`config.mk`:
```
export PLATFORM = sky130hd
export DESIGN_NAME = rx_ctrl_flat
export DESIGN_NICKNAME = d
export VERILOG_FILES = /design/src/rtl/rx_ctrl_pkg.sv /design/src/rtl/rx_ctrl_if.sv /design/src/rtl/rx_ctrl_fifo.sv /design/src/rtl/rx_ctrl.sv /design/src/flat_wrapper.sv
export SDC_FILE = /design/constraint.sdc
export NUM_CORES = 1
export LEC_CHECK = 0
export BUFFER_PORTS_ARGS = -buffer_cell sky130_fd_sc_hd__buf_2
export CORE_ASPECT_RATIO = 2
export CORE_MARGIN = 3
export CORE_UTILIZATION = 52
export DETAILED_ROUTE_END_ITERATION = 16
export HOLD_SLACK_MARGIN = 0.05
export PLACE_DENSITY_LB_ADDON = 0.15
export SETUP_SLACK_MARGIN = 0.2
export SLEW_MARGIN = 20
export SYNTH_ARGS = -nofsm -noshare
export SYNTH_HDL_FRONTEND = slang
export SYNTH_SLANG_ARGS = --single-unit
```
`constraint.sdc`:
```
create_clock -name clk_i -period 8.52 [get_ports clk_i]
set_input_delay 1.704 -clock clk_i [delete_from_list [all_inputs] [get_ports clk_i]]
set_output_delay 1.704 -clock clk_i [all_outputs]
set_load 0.01 [all_outputs]
```
`src/rtl/rx_ctrl_pkg.sv`:
```
// Shared UART receive types: frame/data widths and the FIFO entry layout.
// Provides package uart_pkg, imported by rx_fifo and rx_ctrl.
package uart_pkg;

  localparam int unsigned UART_MAX_DATA_W = 9;
  localparam int unsigned UART_FRAME_W    = 11;

  typedef struct packed {
    logic                       fe;
    logic                       pe;
    logic [UART_MAX_DATA_W-1:0] data;
  } rx_entry_t;

  // 8-bit mode zero-extends so the host always sees a 9-bit field.
  function automatic logic [UART_MAX_DATA_W-1:0] rx_extract_data(
    input logic [UART_FRAME_W-1:0] frame,
    input logic                    ds
  );
    return ds ? frame[8:0] : {1'b0, frame[7:0]};
  endfunction

endpackage

```
`src/rtl/rx_ctrl_if.sv`:
```
// Bundle of line configuration, frontend frame handoff and host FIFO access for rx_ctrl.
// master = frontend/host side, slave = rx_ctrl.
interface rx_ctrl_if #(
  parameter int unsigned DEPTH = 8
) ();
  import uart_pkg::*;

  localparam int unsigned LW = $clog2(DEPTH + 1);

  logic                       cr_en_i;
  logic                       cr_ds_i;
  logic [1:0]                 cr_p_i;
  logic [UART_FRAME_W-1:0]    frame_i;
  logic                       parity_err_i;
  logic                       frame_err_i;
  logic                       frame_valid_i;
  logic                       rd_i;
  logic                       flush_i;
  logic                       clr_i;
  logic [UART_MAX_DATA_W-1:0] data_o;
  logic                       pe_o;
  logic                       fe_o;
  logic                       empty_o;
  logic                       full_o;
  logic [LW-1:0]              level_o;
  logic                       overrun_o;
  logic                       timeout_o;
  logic                       irq_o;

  modport master (
    output cr_en_i, cr_ds_i, cr_p_i, frame_i, parity_err_i, frame_err_i,
           frame_valid_i, rd_i, flush_i, clr_i,
    input  data_o, pe_o, fe_o, empty_o, full_o, level_o, overrun_o,
           timeout_o, irq_o
  );

  modport slave (
    input  cr_en_i, cr_ds_i, cr_p_i, frame_i, parity_err_i, frame_err_i,
           frame_valid_i, rd_i, flush_i, clr_i,
    output data_o, pe_o, fe_o, empty_o, full_o, level_o, overrun_o,
           timeout_o, irq_o
  );

endinterface

```
`src/rtl/rx_ctrl_fifo.sv`:
```
// rx_fifo: single-clock show-ahead FIFO of rx_entry_t with flush and level.
// Full/empty use an extra pointer MSB; flush overrides write and read.
module rx_fifo
  import uart_pkg::*;
#(
  parameter int unsigned DEPTH = 8,
  parameter int unsigned LW    = $clog2(DEPTH + 1)
) (
  input  logic          clk_i,
  input  logic          rst_i,
  input  logic          wr_i,
  input  rx_entry_t     wdata_i,
  input  logic          rd_i,
  input  logic          flush_i,
  output rx_entry_t     rdata_o,
  output logic          empty_o,
  output logic          full_o,
  output logic [LW-1:0] level_o,
  output logic [LW-1:0] level_next_o
);

  localparam int unsigned AW = $clog2(DEPTH);

  rx_entry_t     mem_q [DEPTH];
  logic [AW:0]   wr_ptr_q, wr_ptr_d;
  logic [AW:0]   rd_ptr_q, rd_ptr_d;
  logic          rd_en, wr_en;

  assign empty_o = (wr_ptr_q == rd_ptr_q);
  assign full_o  = (wr_ptr_q[AW] != rd_ptr_q[AW]) &&
                   (wr_ptr_q[AW-1:0] == rd_ptr_q[AW-1:0]);

  // A pop on a full FIFO frees the slot that the same-cycle write uses.
  assign rd_en = rd_i & ~empty_o;
  assign wr_en = wr_i & (~full_o | rd_en);

  always_comb begin
    wr_ptr_d = wr_ptr_q;
    rd_ptr_d = rd_ptr_q;
    if (flush_i) begin
      wr_ptr_d = '0;
      rd_ptr_d = '0;
    end else begin
      if (wr_en) wr_ptr_d = wr_ptr_q + 1'b1;
      if (rd_en) rd_ptr_d = rd_ptr_q + 1'b1;
    end
  end

  always_ff @(posedge clk_i or posedge rst_i) begin
    if (rst_i) begin
      wr_ptr_q <= '0;
      rd_ptr_q <= '0;
    end else begin
      wr_ptr_q <= wr_ptr_d;
      rd_ptr_q <= rd_ptr_d;
    end
  end

  always_ff @(posedge clk_i) begin
    if (wr_en && !flush_i) mem_q[wr_ptr_q[AW-1:0]] <= wdata_i;
  end

  assign rdata_o      = empty_o ? '0 : mem_q[rd_ptr_q[AW-1:0]];
  assign level_o      = LW'(wr_ptr_q - rd_ptr_q);
  assign level_next_o = LW'(wr_ptr_d - rd_ptr_d);

endmodule

```
`src/rtl/rx_ctrl.sv`:
```
// rx_ctrl: frame edge capture, data extraction, sticky status and irq over rx_fifo.
// Optional idle timeout enabled by defining RX_TIMEOUT_EN.
module rx_ctrl
  import uart_pkg::*;
#(
  parameter int unsigned DEPTH          = 8,
  parameter int unsigned IRQ_THRESHOLD  = 1,
  parameter int unsigned TIMEOUT_CYCLES = 4096
) (
  input  logic    clk_i,
  input  logic    rst_i,
  rx_ctrl_if.slave bus
);

  localparam int unsigned LW = $clog2(DEPTH + 1);

  if ((DEPTH < 2) || ((DEPTH & (DEPTH - 1)) != 0)) begin : g_chk_depth
    $error("rx_ctrl: DEPTH must be a power of two >= 2");
  end
  if ((IRQ_THRESHOLD < 1) || (IRQ_THRESHOLD > DEPTH)) begin : g_chk_thr
    $error("rx_ctrl: IRQ_THRESHOLD out of range");
  end
  if (TIMEOUT_CYCLES < 1) begin : g_chk_to
    $error("rx_ctrl: TIMEOUT_CYCLES must be >= 1");
  end

  logic          fv_q;
  logic          accept;
  rx_entry_t     entry;
  rx_entry_t     head;
  logic          empty, full;
  logic [LW-1:0] level, level_next;
  logic          overrun_q, overrun_d;
  logic          timeout_q, timeout_d;
  logic          irq_q, irq_d;

  assign accept = bus.cr_en_i & bus.frame_valid_i & ~fv_q;

  always_comb begin
    entry      = '0;
    entry.data = rx_extract_data(bus.frame_i, bus.cr_ds_i);
    entry.pe   = bus.parity_err_i & (bus.cr_p_i != 2'b00);
    entry.fe   = bus.frame_err_i;
  end

  rx_fifo #(
    .DEPTH (DEPTH),
    .LW    (LW)
  ) u_fifo (
    .clk_i        (clk_i),
    .rst_i        (rst_i),
    .wr_i         (accept),
    .wdata_i      (entry),
    .rd_i         (bus.rd_i),
    .flush_i      (bus.flush_i),
    .rdata_o      (head),
    .empty_o      (empty),
    .full_o       (full),
    .level_o      (level),
    .level_next_o (level_next)
  );

  // When full the FIFO is non-empty, so any rd_i makes room for the frame.
  assign overrun_d = (accept & full & ~bus.rd_i & ~bus.flush_i) |
                     (overrun_q & ~bus.clr_i);

`ifdef RX_TIMEOUT_EN
  localparam int unsigned CW = $clog2(TIMEOUT_CYCLES + 1);

  logic [CW-1:0] idle_q, idle_d;
  logic          timeout_set;

  always_comb begin
    idle_d      = idle_q;
    timeout_set = 1'b0;
    if (accept || bus.rd_i) begin
      idle_d = '0;
    end else if (!empty && (idle_q != CW'(TIMEOUT_CYCLES))) begin
      idle_d      = idle_q + 1'b1;
      timeout_set = (idle_d == CW'(TIMEOUT_CYCLES));
    end
  end

  always_ff @(posedge clk_i or posedge rst_i) begin
    if (rst_i) idle_q <= '0;
    else       idle_q <= idle_d;
  end

  assign timeout_d = timeout_set | (timeout_q & ~bus.clr_i);
`else
  assign timeout_d = 1'b0;
`endif

  assign irq_d = (level_next >= LW'(IRQ_THRESHOLD)) | overrun_d | timeout_d;

  always_ff @(posedge clk_i or posedge rst_i) begin
    if (rst_i) begin
      fv_q      <= 1'b0;
      overrun_q <= 1'b0;
      timeout_q <= 1'b0;
      irq_q     <= 1'b0;
    end else begin
      fv_q      <= bus.frame_valid_i;
      overrun_q <= overrun_d;
      timeout_q <= timeout_d;
      irq_q     <= irq_d;
    end
  end

  assign bus.data_o    = head.data;
  assign bus.pe_o      = head.pe;
  assign bus.fe_o      = head.fe;
  assign bus.empty_o   = empty;
  assign bus.full_o    = full;
  assign bus.level_o   = level;
  assign bus.overrun_o = overrun_q;
  assign bus.timeout_o = timeout_q;
  assign bus.irq_o     = irq_q;

endmodule

```
`src/flat_wrapper.sv`:
```
// flat-port wrapper written by rule: the top's interface ports become plain ports
module rx_ctrl_flat import uart_pkg::*;
#(
  parameter int unsigned DEPTH          = 8,
  parameter int unsigned IRQ_THRESHOLD  = 1,
  parameter int unsigned TIMEOUT_CYCLES = 4096
)
  (clk_i, rst_i, bus_cr_en_i, bus_cr_ds_i, bus_cr_p_i, bus_frame_i, bus_parity_err_i, bus_frame_err_i, bus_frame_valid_i, bus_rd_i, bus_flush_i, bus_clr_i, bus_data_o, bus_pe_o, bus_fe_o, bus_empty_o, bus_full_o, bus_level_o, bus_overrun_o, bus_timeout_o, bus_irq_o);
  rx_ctrl_if #(.DEPTH(DEPTH)) bus_i ();
  input  logic clk_i;
  input  logic rst_i;
  input wire logic [$bits(bus_i.cr_en_i)-1:0] bus_cr_en_i;
  input wire logic [$bits(bus_i.cr_ds_i)-1:0] bus_cr_ds_i;
  input wire logic [$bits(bus_i.cr_p_i)-1:0] bus_cr_p_i;
  input wire logic [$bits(bus_i.frame_i)-1:0] bus_frame_i;
  input wire logic [$bits(bus_i.parity_err_i)-1:0] bus_parity_err_i;
  input wire logic [$bits(bus_i.frame_err_i)-1:0] bus_frame_err_i;
  input wire logic [$bits(bus_i.frame_valid_i)-1:0] bus_frame_valid_i;
  input wire logic [$bits(bus_i.rd_i)-1:0] bus_rd_i;
  input wire logic [$bits(bus_i.flush_i)-1:0] bus_flush_i;
  input wire logic [$bits(bus_i.clr_i)-1:0] bus_clr_i;
  output wire logic [$bits(bus_i.data_o)-1:0] bus_data_o;
  output wire logic [$bits(bus_i.pe_o)-1:0] bus_pe_o;
  output wire logic [$bits(bus_i.fe_o)-1:0] bus_fe_o;
  output wire logic [$bits(bus_i.empty_o)-1:0] bus_empty_o;
  output wire logic [$bits(bus_i.full_o)-1:0] bus_full_o;
  output wire logic [$bits(bus_i.level_o)-1:0] bus_level_o;
  output wire logic [$bits(bus_i.overrun_o)-1:0] bus_overrun_o;
  output wire logic [$bits(bus_i.timeout_o)-1:0] bus_timeout_o;
  output wire logic [$bits(bus_i.irq_o)-1:0] bus_irq_o;
  assign bus_i.cr_en_i = bus_cr_en_i;
  assign bus_i.cr_ds_i = bus_cr_ds_i;
  assign bus_i.cr_p_i = bus_cr_p_i;
  assign bus_i.frame_i = bus_frame_i;
  assign bus_i.parity_err_i = bus_parity_err_i;
  assign bus_i.frame_err_i = bus_frame_err_i;
  assign bus_i.frame_valid_i = bus_frame_valid_i;
  assign bus_i.rd_i = bus_rd_i;
  assign bus_i.flush_i = bus_flush_i;
  assign bus_i.clr_i = bus_clr_i;
  assign bus_data_o = bus_i.data_o;
  assign bus_pe_o = bus_i.pe_o;
  assign bus_fe_o = bus_i.fe_o;
  assign bus_empty_o = bus_i.empty_o;
  assign bus_full_o = bus_i.full_o;
  assign bus_level_o = bus_i.level_o;
  assign bus_overrun_o = bus_i.overrun_o;
  assign bus_timeout_o = bus_i.timeout_o;
  assign bus_irq_o = bus_i.irq_o;
  rx_ctrl #(.DEPTH(DEPTH), .IRQ_THRESHOLD(IRQ_THRESHOLD), .TIMEOUT_CYCLES(TIMEOUT_CYCLES)) u_core (.clk_i(clk_i), .rst_i(rst_i), .bus(bus_i));
endmodule
```
# After elaboration in Yosys (flattened, before gate mapping)
# Memory sizes are Yosys's and may differ from the RTL's.
# Cells that the tools add are included.
# W data, S select, Z words.
[totals] register_bits=11 mem_bits_rw=88 out_inout_bits=20 wordCells=44 memories=1
[op_classes] add_sub_neg=4 n_lt_le_gt_ge=1 n_eq_ne=3 mux=8 bitwise=18 reduce_logical=4
[mem_list] memory="u_core.u_fifo.mem_q" depth=8 word_bits=11 rd=1 rd_ports_with_merged_regs=0 wr=1 line_no="rx_ctrl_fifo.sv:24" rtl="rx_entry_t mem_q [DEPTH];"
[ops] operator="$mux W4" count=4
[ops] operator="$mux W11" count=1
[ops] operator="$and A1 B1 Y1" count=9
[ops] operator="$mux W9" count=1
[ops] operator="$add A4 B1 Y4 const B" count=2
[ops] operator="$sub A4 B4 Y4" count=2
[ops] operator="$not A1 Y1" count=6
[ops] operator="$eq A4 B4 Y1" count=1
[ops] operator="$ge A4 B1 Y1 const B" count=1
[ops] operator="$eq A3 B3 Y1" count=1
[ops] operator="$or A1 B1 Y1" count=3
[ops] operator="$logic_and A1 B1 Y1" count=2
[ops] operator="$mux W1" count=2
[ops] operator="$reduce_bool A2 Y1" count=1
[ops] operator="$logic_not A1 Y1" count=1
[ops] operator="$ne A1 B1 Y1" count=1

# Longest topological paths before layout
# Gate-level depths: netlist of run 1.
[logic_depth] ltp_word=10 mapped_depth=17 depth_no_buf=15

# By module
# Synthesis of run 1 repeated with hierarchy kept, for this count alone.
[unflattened] cells_unflattened=262 area_unflattened_um2=4277.9
[modules_own_cells] mod="rx_fifo" n_inst=1 cells_per_inst=247 area_each_um2=4105.2 seq_area_each_um2=2842.7
[modules_own_cells] mod="rx_ctrl" n_inst=1 cells_per_inst=15 area_each_um2=172.7 seq_area_each_um2=75.1

# Worst setup path after synthesis of run 1
# Ideal clock, no wire load.
[synth_path] kind="register to output" start="register u_core.u_fifo.rd_ptr_q[1]" end="output bus_data_o[1]" t_arrival_ns=2.129 setup_slack_ns=4.687 path_stages_with_launch=10 path_buffers=3 path_cell_list="dfrtp_1 > buf_2 > buf_1 > inv_1 > ha_1 > nand3_1 > or2_4 > inv_1 > clkbuf_1 > a21oi_1"
[synth_via] elab_chain_cells=2
[synth_rtl] element="start, declared" line_no="rx_ctrl_fifo.sv:26" rtl="logic [AW:0] rd_ptr_q, rd_ptr_d;"
[synth_rtl] element="start signal, assigned" line_no="rx_ctrl_fifo.sv:55" rtl="rd_ptr_q <= rd_ptr_d;"
[synth_rtl] element="$eq A4 B4 Y1" line_no="rx_ctrl_fifo.sv:29" rtl="assign empty_o = (wr_ptr_q == rd_ptr_q);"
[synth_rtl] element="via bus_empty_o" line_no="flat_wrapper.sv:25" rtl="output wire logic [$bits(bus_i.empty_o)-1:0] bus_empty_o;"
[synth_rtl] element="$mux W11" line_no="rx_ctrl_fifo.sv:63" rtl="assign rdata_o = empty_o ? '0 : mem_q[rd_ptr_q[AW-1:0]];"
[synth_rtl] element="end, declared" line_no="flat_wrapper.sv:22" rtl="output wire logic [$bits(bus_i.data_o)-1:0] bus_data_o;"
# The timed path passes the listed nets, and every way through them passes these cells.

# Worst setup path after layout of run 1
[layout_path] start="register u_core.u_fifo.rd_ptr_q[2]" end="output bus_data_o[0]"
[layout_via] elab_chain_cells=2
[layout_rtl] element="$mem_v2 Z8 W11 / $eq A4 B4 Y1 (equally long branches)"
[layout_rtl] element="$mux W11 *" line_no="rx_ctrl_fifo.sv:63"
# Mark *: on every way between the ends. The rest lies on a longest branch, timed or not.

==> results of run 1 <==
[Yosys cell counts, drive strengths merged, types with 2 or more instances]
cell / n
o21ai: 2
clkbuf: 6
nand3b: 3
inv: 12
ha: 8
nor2: 14
xnor2: 7
mux2i: 4
a21oi: 15
fa: 2
xor2: 4
nand2: 27
o21a: 2
buf: 8
nor2b: 2
mux4: 22
dfrtp: 11
a21o: 2
nand3: 4
a211o: 2
edfxtp: 88
nor4: 4
or2: 4
[how the worst min path moves through the flow]
| stage | endpoint | cells after the start |
|---|---|---|
| CTS | u_core.bus.overrun_o | 2 |
| global placement | u_core.bus.overrun_o | 2 |
| detailed placement | u_core.bus.overrun_o | 2 |
| finish | u_core.bus.overrun_o | 2 |
| global route | u_core.bus.overrun_o | 2 |
| floorplan | u_core.bus.overrun_o | 2 |
[cell families after synthesis]
family | synth area share
flops | 0.6740
simple gates | 0.07457
buf+inv | 0.02630
compound gates | 0.03902
other cells | 0.0008662
mux | 0.1263
xor+xnor | 0.02659
fa+ha+maj | 0.03237
[metrics by stage]
step,cells,total power [mW],cell area [µm²],utilization
2_1_floorplan,266,0.6254,4329,-
3_3_place_gp,397,0.6635,4676,0.5845
3_5_place_dp,397,0.6649,4676,0.5845
4_1_cts,413,1.092,4994,0.6242
5_1_grt,413,1.120,4994,0.6242
6_report,413,1.078,4994,0.6242
[per-layer routing]
metal,up-vias,track usage
li1,1102,-
met1,1184,0.2207
met2,66,0.3413
met3,23,0.04247
met4,0,0.1194
met5,-,0
[worst max-delay path: cells and delay by family (launching register included)]
kind | cells | cell delay, ns
buf+inv | 3 | 1.07
flops | 1 | 0.72
fa+ha+maj | 1 | 0.47
simple gates | 2 | 0.42
compound gates | 1 | 0.10
[layout by cell type, fill, tap and decap left out, types with 4 or more instances in the layout]
master and count:
a21oi_1 13, buf_2 39, buf_4 10, clkbuf_16 9
dfrtp_1 11, edfxtp_1 88, ha_1 8, inv_1 12
mux2i_1 4, mux4_2 22, nand2_1 27, nand3_1 4
nor2_1 14, nor4_2 4, xnor2_1 7
[power groups by stage]
| stage | logic [mW] | registers (mW) | clock network [mW] |
|---|---|---|---|
| CTS | 0.120 | 0.535 | 0.437 |
| finish | 0.117 | 0.535 | 0.426 |
| global placement | 0.118 | 0.545 | 0 |
| global route | 0.130 | 0.535 | 0.455 |
| detailed placement | 0.119 | 0.546 | 0 |
| floorplan | 0.0781 | 0.547 | 0 |
[state kept, by name (all words and copies together), names as in the netlist]
name                    flops
u_core.bus.irq_o            1
u_core.bus.overrun_o        1
u_core.fv_q                 1
u_core.u_fifo.mem_q        88
u_core.u_fifo.rd_ptr_q      4
u_core.u_fifo.wr_ptr_q      4
[area by class of cell]
type | instances | area, µm² | share of cell area
Sequential cell | 99 | 2918 | 0.5843
Multi-Input combinational cell | 141 | 1323 | 0.2648
Timing Repair Buffer | 49 | 270.3 | 0.05412
Clock buffer | 10 | 229.0 | 0.04585
Tap cell | 96 | 120.1 | 0.02405
Clock inverter | 6 | 88.84 | 0.01779
Inverter | 12 | 45.04 | 0.009020
==> impl_metrics.csv, run 1 <==
group,metric,value,unit
finish,antenna_cells,0,
cts,h-tree-depth,3,
logic_synthesis,synth_cell_types,42,
logic_synthesis,synth_area_leaders,"edfxtp_1 61%, mux4_2 11%, dfrtp_1 6.4%, nand2_1 2.3%, ha_1 2.3%",
die,start_util,0.5411,
drt,drt-wirelength-per-cell,20.18,µm
sta,holdWs,0.5122,ns
min_path,min_path_type,"flop to flop",
finish,finalNetCount,345,
worst_setup_path,critPathMaxStageDelay,0.72,ns
run_status,status,"completed",
worst_setup_path,end_kind,"output port",
drt,viasPerCell,5.751,
global_routing,antenna_found_initial,0,
sta,finalHoldViolations,0,
power_and_ir_drop,leakage,1.789,nW
sta,slew_headroom,0.5680,
logic_synthesis,synth_nets,299,
finish,layout-drive-gt1-share,0.3091,
drt,dr_wl_met3,353,µm
die,fp.coreArea,8000,µm²
power_and_ir_drop,sequentialPowerShare,0.496,
worst_setup_path,endpoint,"bus_data_o[0]",
die,die_w,70.52,µm
sta,fin_crit_sh,0.5677,
logic_synthesis,async_flop_share,0.1111,
finish,fillers,585,
sta,setup_slack,3.684,ns
die,ioPinCount,43,
drt,drc,0,
global_routing,groute.usage.overall,0.1980,
logic_synthesis,synth_top_area_share,0.6104,
global_routing,grt_pass1_vias,2557,
power_and_ir_drop,p_int,0.8429,mW
worst_setup_path,cpMostUsedCell,"inv_1",
sta,setup_viol,0,
die,num_rows,46,
power_and_ir_drop,pwr_density_cell,215.9,nW/µm²
logic_synthesis,syn_area_per_cell,16.28,µm²
logic_synthesis,ys.flop_type,"edfxtp_1",
die,chipHeight,135.0,µm
worst_setup_path,reg2reg_depth,13,
worst_setup_path,r2r_start,"u_core.u_fifo.rd_ptr_q[2]",
sta,slew_viol_final,0,
cts,root_buffer,"clkbuf_16",
worst_setup_path,cp_max_fo,14,
cts,clk_transition_reported_paths,0.06,ns
global_routing,grt_pass1_wl,13660,µm
logic_synthesis,yosysTopAreaCell,"edfxtp_1",
cts,post_cts_buffers,0,
drt,wl_met1,3169,µm
cts,holdBufCountCts,0,
drt,vias,2375,
drt,ant_nets,0,
place,dp_worst_setup_slack,4.041,ns
min_path,hp-start,"u_core.bus.overrun_o",
power_and_ir_drop,comb_power_share,0.109,
worst_setup_path,arrival,3.13,ns
power_and_ir_drop,clockPowerShare,0.395,
power_and_ir_drop,swShare,0.2183,
drt,wl_met2,4507,µm
logic_synthesis,synth_area,4329,µm²
drt,wl,8333,µm
global_routing,overflow,0,
sta,skew,0.003920,ns
worst_setup_path,crit_path_top_delay_cell,"dfrtp_1",
place,hpwlAfterDp,5394,µm
power_and_ir_drop,p_sw,0.2354,mW
worst_setup_path,required,6.82,ns
cts,cts_tree,"built",
worst_setup_path,r2r-end,"u_core.bus.irq_o",
worst_setup_path,worstPathCellList,"inv_1, ha_1, nand3_1, or2_4, inv_1, a21oi_1, buf_2",
global_routing,grt_max_degree,29,
finish,area_delta_synth_final,15.35,%
cts,ctsLongestPathBuffers,2,
worst_setup_path,worstSetupPathType,"flop to output port",
sta,clock.fmax,206.8,MHz
logic_synthesis,ys_ff_latch,99,
drt,drtIter0Drc,124,
worst_setup_path,start_kind,"flop",
logic_synthesis,synthCells,266,
place,io_buffers,39,
cts,numCtsBuffers,9,
drt,dr.max_layer_used,"met4",
cts,post_cts_resized,0,
logic_synthesis,synth_warnings,0,
sta,tightestPinTransition,0.6455,ns
logic_synthesis,ys_seq_area_frac,0.6740,
logic_synthesis,synth_edf_count,88,
cts,insertion_delay,0.34,ns
sta,rsz0062_at_grt,"false",
sta,setup_tns,0,ns
worst_setup_path,regToRegSetupSlack,4.37,ns
job,maxCapViolCount,0,
die,die_area,9523,µm²
place,gp_congestion,0.7652,
power_and_ir_drop,ir_drop,0.1922,mV
drt,firstDrtPassIters,4,
sta,min_period,4.836,ns
worst_setup_path,startpoint,"u_core.u_fifo.rd_ptr_q[2]",
cts,clkSinkCount,99,
No activity file was read; power rests on OpenSTA's default activity.
==> run 2: changes to the inputs <==
Clock period 8.52 ns to 4.6 ns, I/O delays scaled along.
==> run 2 against run 1 <==
Compared with the run above:
- combinational power is 85% higher
- non-clock buffer count grew 2
- global-route usage down 0.61 points
- design area rose by 0.25%
- final cell count up 0.48%
- register-to-register slack lost 3.3 ns
- sequential power increased by 85%
- worst hold slack better by 0.025 ns
- setup slack worse by 2.6 ns
- count of clock-buffer cells in the layout stayed put
- clock power increased by 83%
- via count grew 0.84%
- critical path type is now flop to flop
- critical endpoint is now u_core.bus.irq_o
- largest power group unchanged
==> impl_metrics.csv, run 2 (synthesis results as in run 1) <==
group,metric,value,unit
finish,layout-drive-gt1-share,0.3135,
worst_setup_path,worst-path-buf-inv,1,
die,fp.coreArea,8000,µm²
worst_setup_path,crit_cells,12,
cts,insertion_delay,0.33,ns
place,gp_congestion,0.7973,
worst_setup_path,cp_max_fo,9,
sta,rsz0062_at_grt,"false",
place,io_buffers,39,
drt,wl,8330,µm
finish,multiInputGateArea,1323,µm²
global_routing,groute.usage.overall,0.1919,
die,start_util,0.5411,
worst_setup_path,startpoint,"u_core.u_fifo.wr_ptr_q[2]",
die,chipHeight,135.0,µm
global_routing,antenna_found_initial,0,
die,num_rows,46,
finish,final_common_cell,"edfxtp_1",
worst_setup_path,worstSetupPathType,"flop to flop",
global_routing,overflow,0,
power_and_ir_drop,comb_power_share,0.109,
die,ioPinCount,43,
sta,fin_crit_sh,0.7644,
finish,utilization,0.6257,
power_and_ir_drop,clockPowerShare,0.393,
cts,h-tree-depth,3,
cts,holdBufCountCts,0,
min_path,min_path_type,"flop to flop",
power_and_ir_drop,leakage,1.803,nW
run_status,status,"completed",
worst_setup_path,cpMostUsedCell,"ha_1",
power_and_ir_drop,p_sw,0.4278,mW
worst_setup_path,end_kind,"flop",
worst_setup_path,critical_path.top_delay_family,"simple AND/OR/NAND/NOR gates",
cts,cts_tree,"built",
global_routing,grt-busiest-layer,"met2",
worst_setup_path,crit_path_top_delay_cell,"dfrtp_1",
finish,seq_area,2918,µm²
worst_setup_path,reg2reg_depth,12,
worst_setup_path,regToRegSetupSlack,1.08,ns
power_and_ir_drop,p_int,1.562,mW
finish,layout_common_cells,"88 x edfxtp_1, 39 x buf_2, 27 x nand2_1",
sta,skew,0.005327,ns
cts,numCtsBuffers,9,
worst_setup_path,r2r_start,"u_core.u_fifo.wr_ptr_q[2]",
drt,ant_nets,0,
global_routing,met2_usage,0.3356,
worst_setup_path,start_kind,"flop",
sta,setup_tns,0,ns
global_routing,grt_pass1_wl,13430,µm
job,maxCapViolCount,0,
finish,finalNetCount,347,
drt,vias,2395,
place,hpwlAfterDp,5454,µm
die,die_w,70.52,µm
drt,drc,0,
global_routing,grt_use_met1,0.2263,
drt,drtIter0Drc,125,
global_routing,use_met3,0.03949,
sta,holdWs,0.5368,ns
finish,antenna_cells,0,
worst_setup_path,r2r-end,"u_core.bus.irq_o",
drt,viasPerCell,5.771,
finish,area_delta_synth_final,15.64,%
sta,min_period,3.516,ns
die,die_area,9523,µm²
worst_setup_path,required,4.81,ns
sta,setup_viol,0,
sta,slew_headroom,0.6421,
cts,post_cts_resized,0,
cts,ctsLongestPathBuffers,2,
drt,drt-wirelength-per-cell,20.07,µm
power_and_ir_drop,sequentialPowerShare,0.498,
power_and_ir_drop,ir_drop,0.3422,mV
drt,firstDrtPassIters,4,
cts,root_buffer,"clkbuf_16",
finish,largest_reg_flops,88,
power_and_ir_drop,pwr_density_cell,397.4,nW/µm²
worst_setup_path,worstPathCellList,"ha_1, and4b_1, a21oi_2, xnor2_1, or2_2, ha_1, inv_1, fa_1, nor3b_1, o311ai_1, nor3_1, mux2i_1",
finish,fillers,619,
worst_setup_path,critPathMaxStageDelay,0.61,ns
cts,post_cts_buffers,0,
sta,finalHoldViolations,0,
power_and_ir_drop,swShare,0.2150,
sta,tightestPinTransition,0.5285,ns
worst_setup_path,arrival,3.73,ns
cts,clk_transition_reported_paths,0.06,ns
global_routing,grt_pass1_vias,2527,
sta,slew_viol_final,0,
cts,clkSinkCount,99,
sta,clock.fmax,284.4,MHz
global_routing,grt_max_degree,28,
worst_setup_path,endpoint,"u_core.bus.irq_o",
-- run 2: how the worst min path moves through the flow --
stage,start,end,depth (start not counted)
floorplan,u_core.bus.overrun_o,u_core.bus.overrun_o,2
global placement,u_core.bus.overrun_o,u_core.bus.overrun_o,2
detailed placement,u_core.bus.overrun_o,u_core.bus.overrun_o,2
CTS,u_core.bus.overrun_o,u_core.bus.overrun_o,2
global route,u_core.bus.overrun_o,u_core.bus.overrun_o,2
finish,u_core.bus.overrun_o,u_core.bus.overrun_o,2
-- run 2: cell type report --
| class | instances | area share |
|---|---|---|
| well taps | 96 | 0.02399 |
| inverters | 12 | 0.008998 |
| clock inverters | 6 | 0.01725 |
| clock buffers | 10 | 0.04574 |
| repair buffers | 51 | 0.05699 |
| flip-flops and latches | 99 | 0.5829 |
| multi-input cells | 141 | 0.2642 |
-- run 2: power groups by stage --
stage / logic, mW / registers [mW] / clock network [mW]
after floorplan: 0.145 / 1.01 / 0
after global placement: 0.217 / 1.01 / 0
after detailed placement: 0.221 / 1.01 / 0
after CTS: 0.221 / 0.991 / 0.795
after global routing: 0.240 / 0.992 / 0.834
final: 0.217 / 0.992 / 0.781
-- run 2: worst register-to-register path, cell delays in order (launching register included) --
cell	delay, ns
dfrtp_1	0.61
ha_1	0.36
and4b_1	0.28
a21oi_2	0.31
xnor2_1	0.09
or2_2	0.29
ha_1	0.23
inv_1	0.07
fa_1	0.40
nor3b_1	0.24
o311ai_1	0.22
nor3_1	0.20
mux2i_1	0.09
-- run 2: layer usage --
layer  part of all wire  vias up
met2               0.56       57
met3              0.036       17
met4              0.030        0
met5                  0        -
li1                   -     1102
met1               0.38     1219
-- run 2: stage by stage --
step	instances	area, µm²	worst slack (ns)	power [mW]
after floorplan	266	4329	1.227	1.158
after global placement	399	4691	1.109	1.228
after detailed placement	399	4691	1.105	1.231
after CTS	415	5006	1.136	2.008
after global routing	415	5006	0.8935	2.066
final	415	5006	1.084	1.989
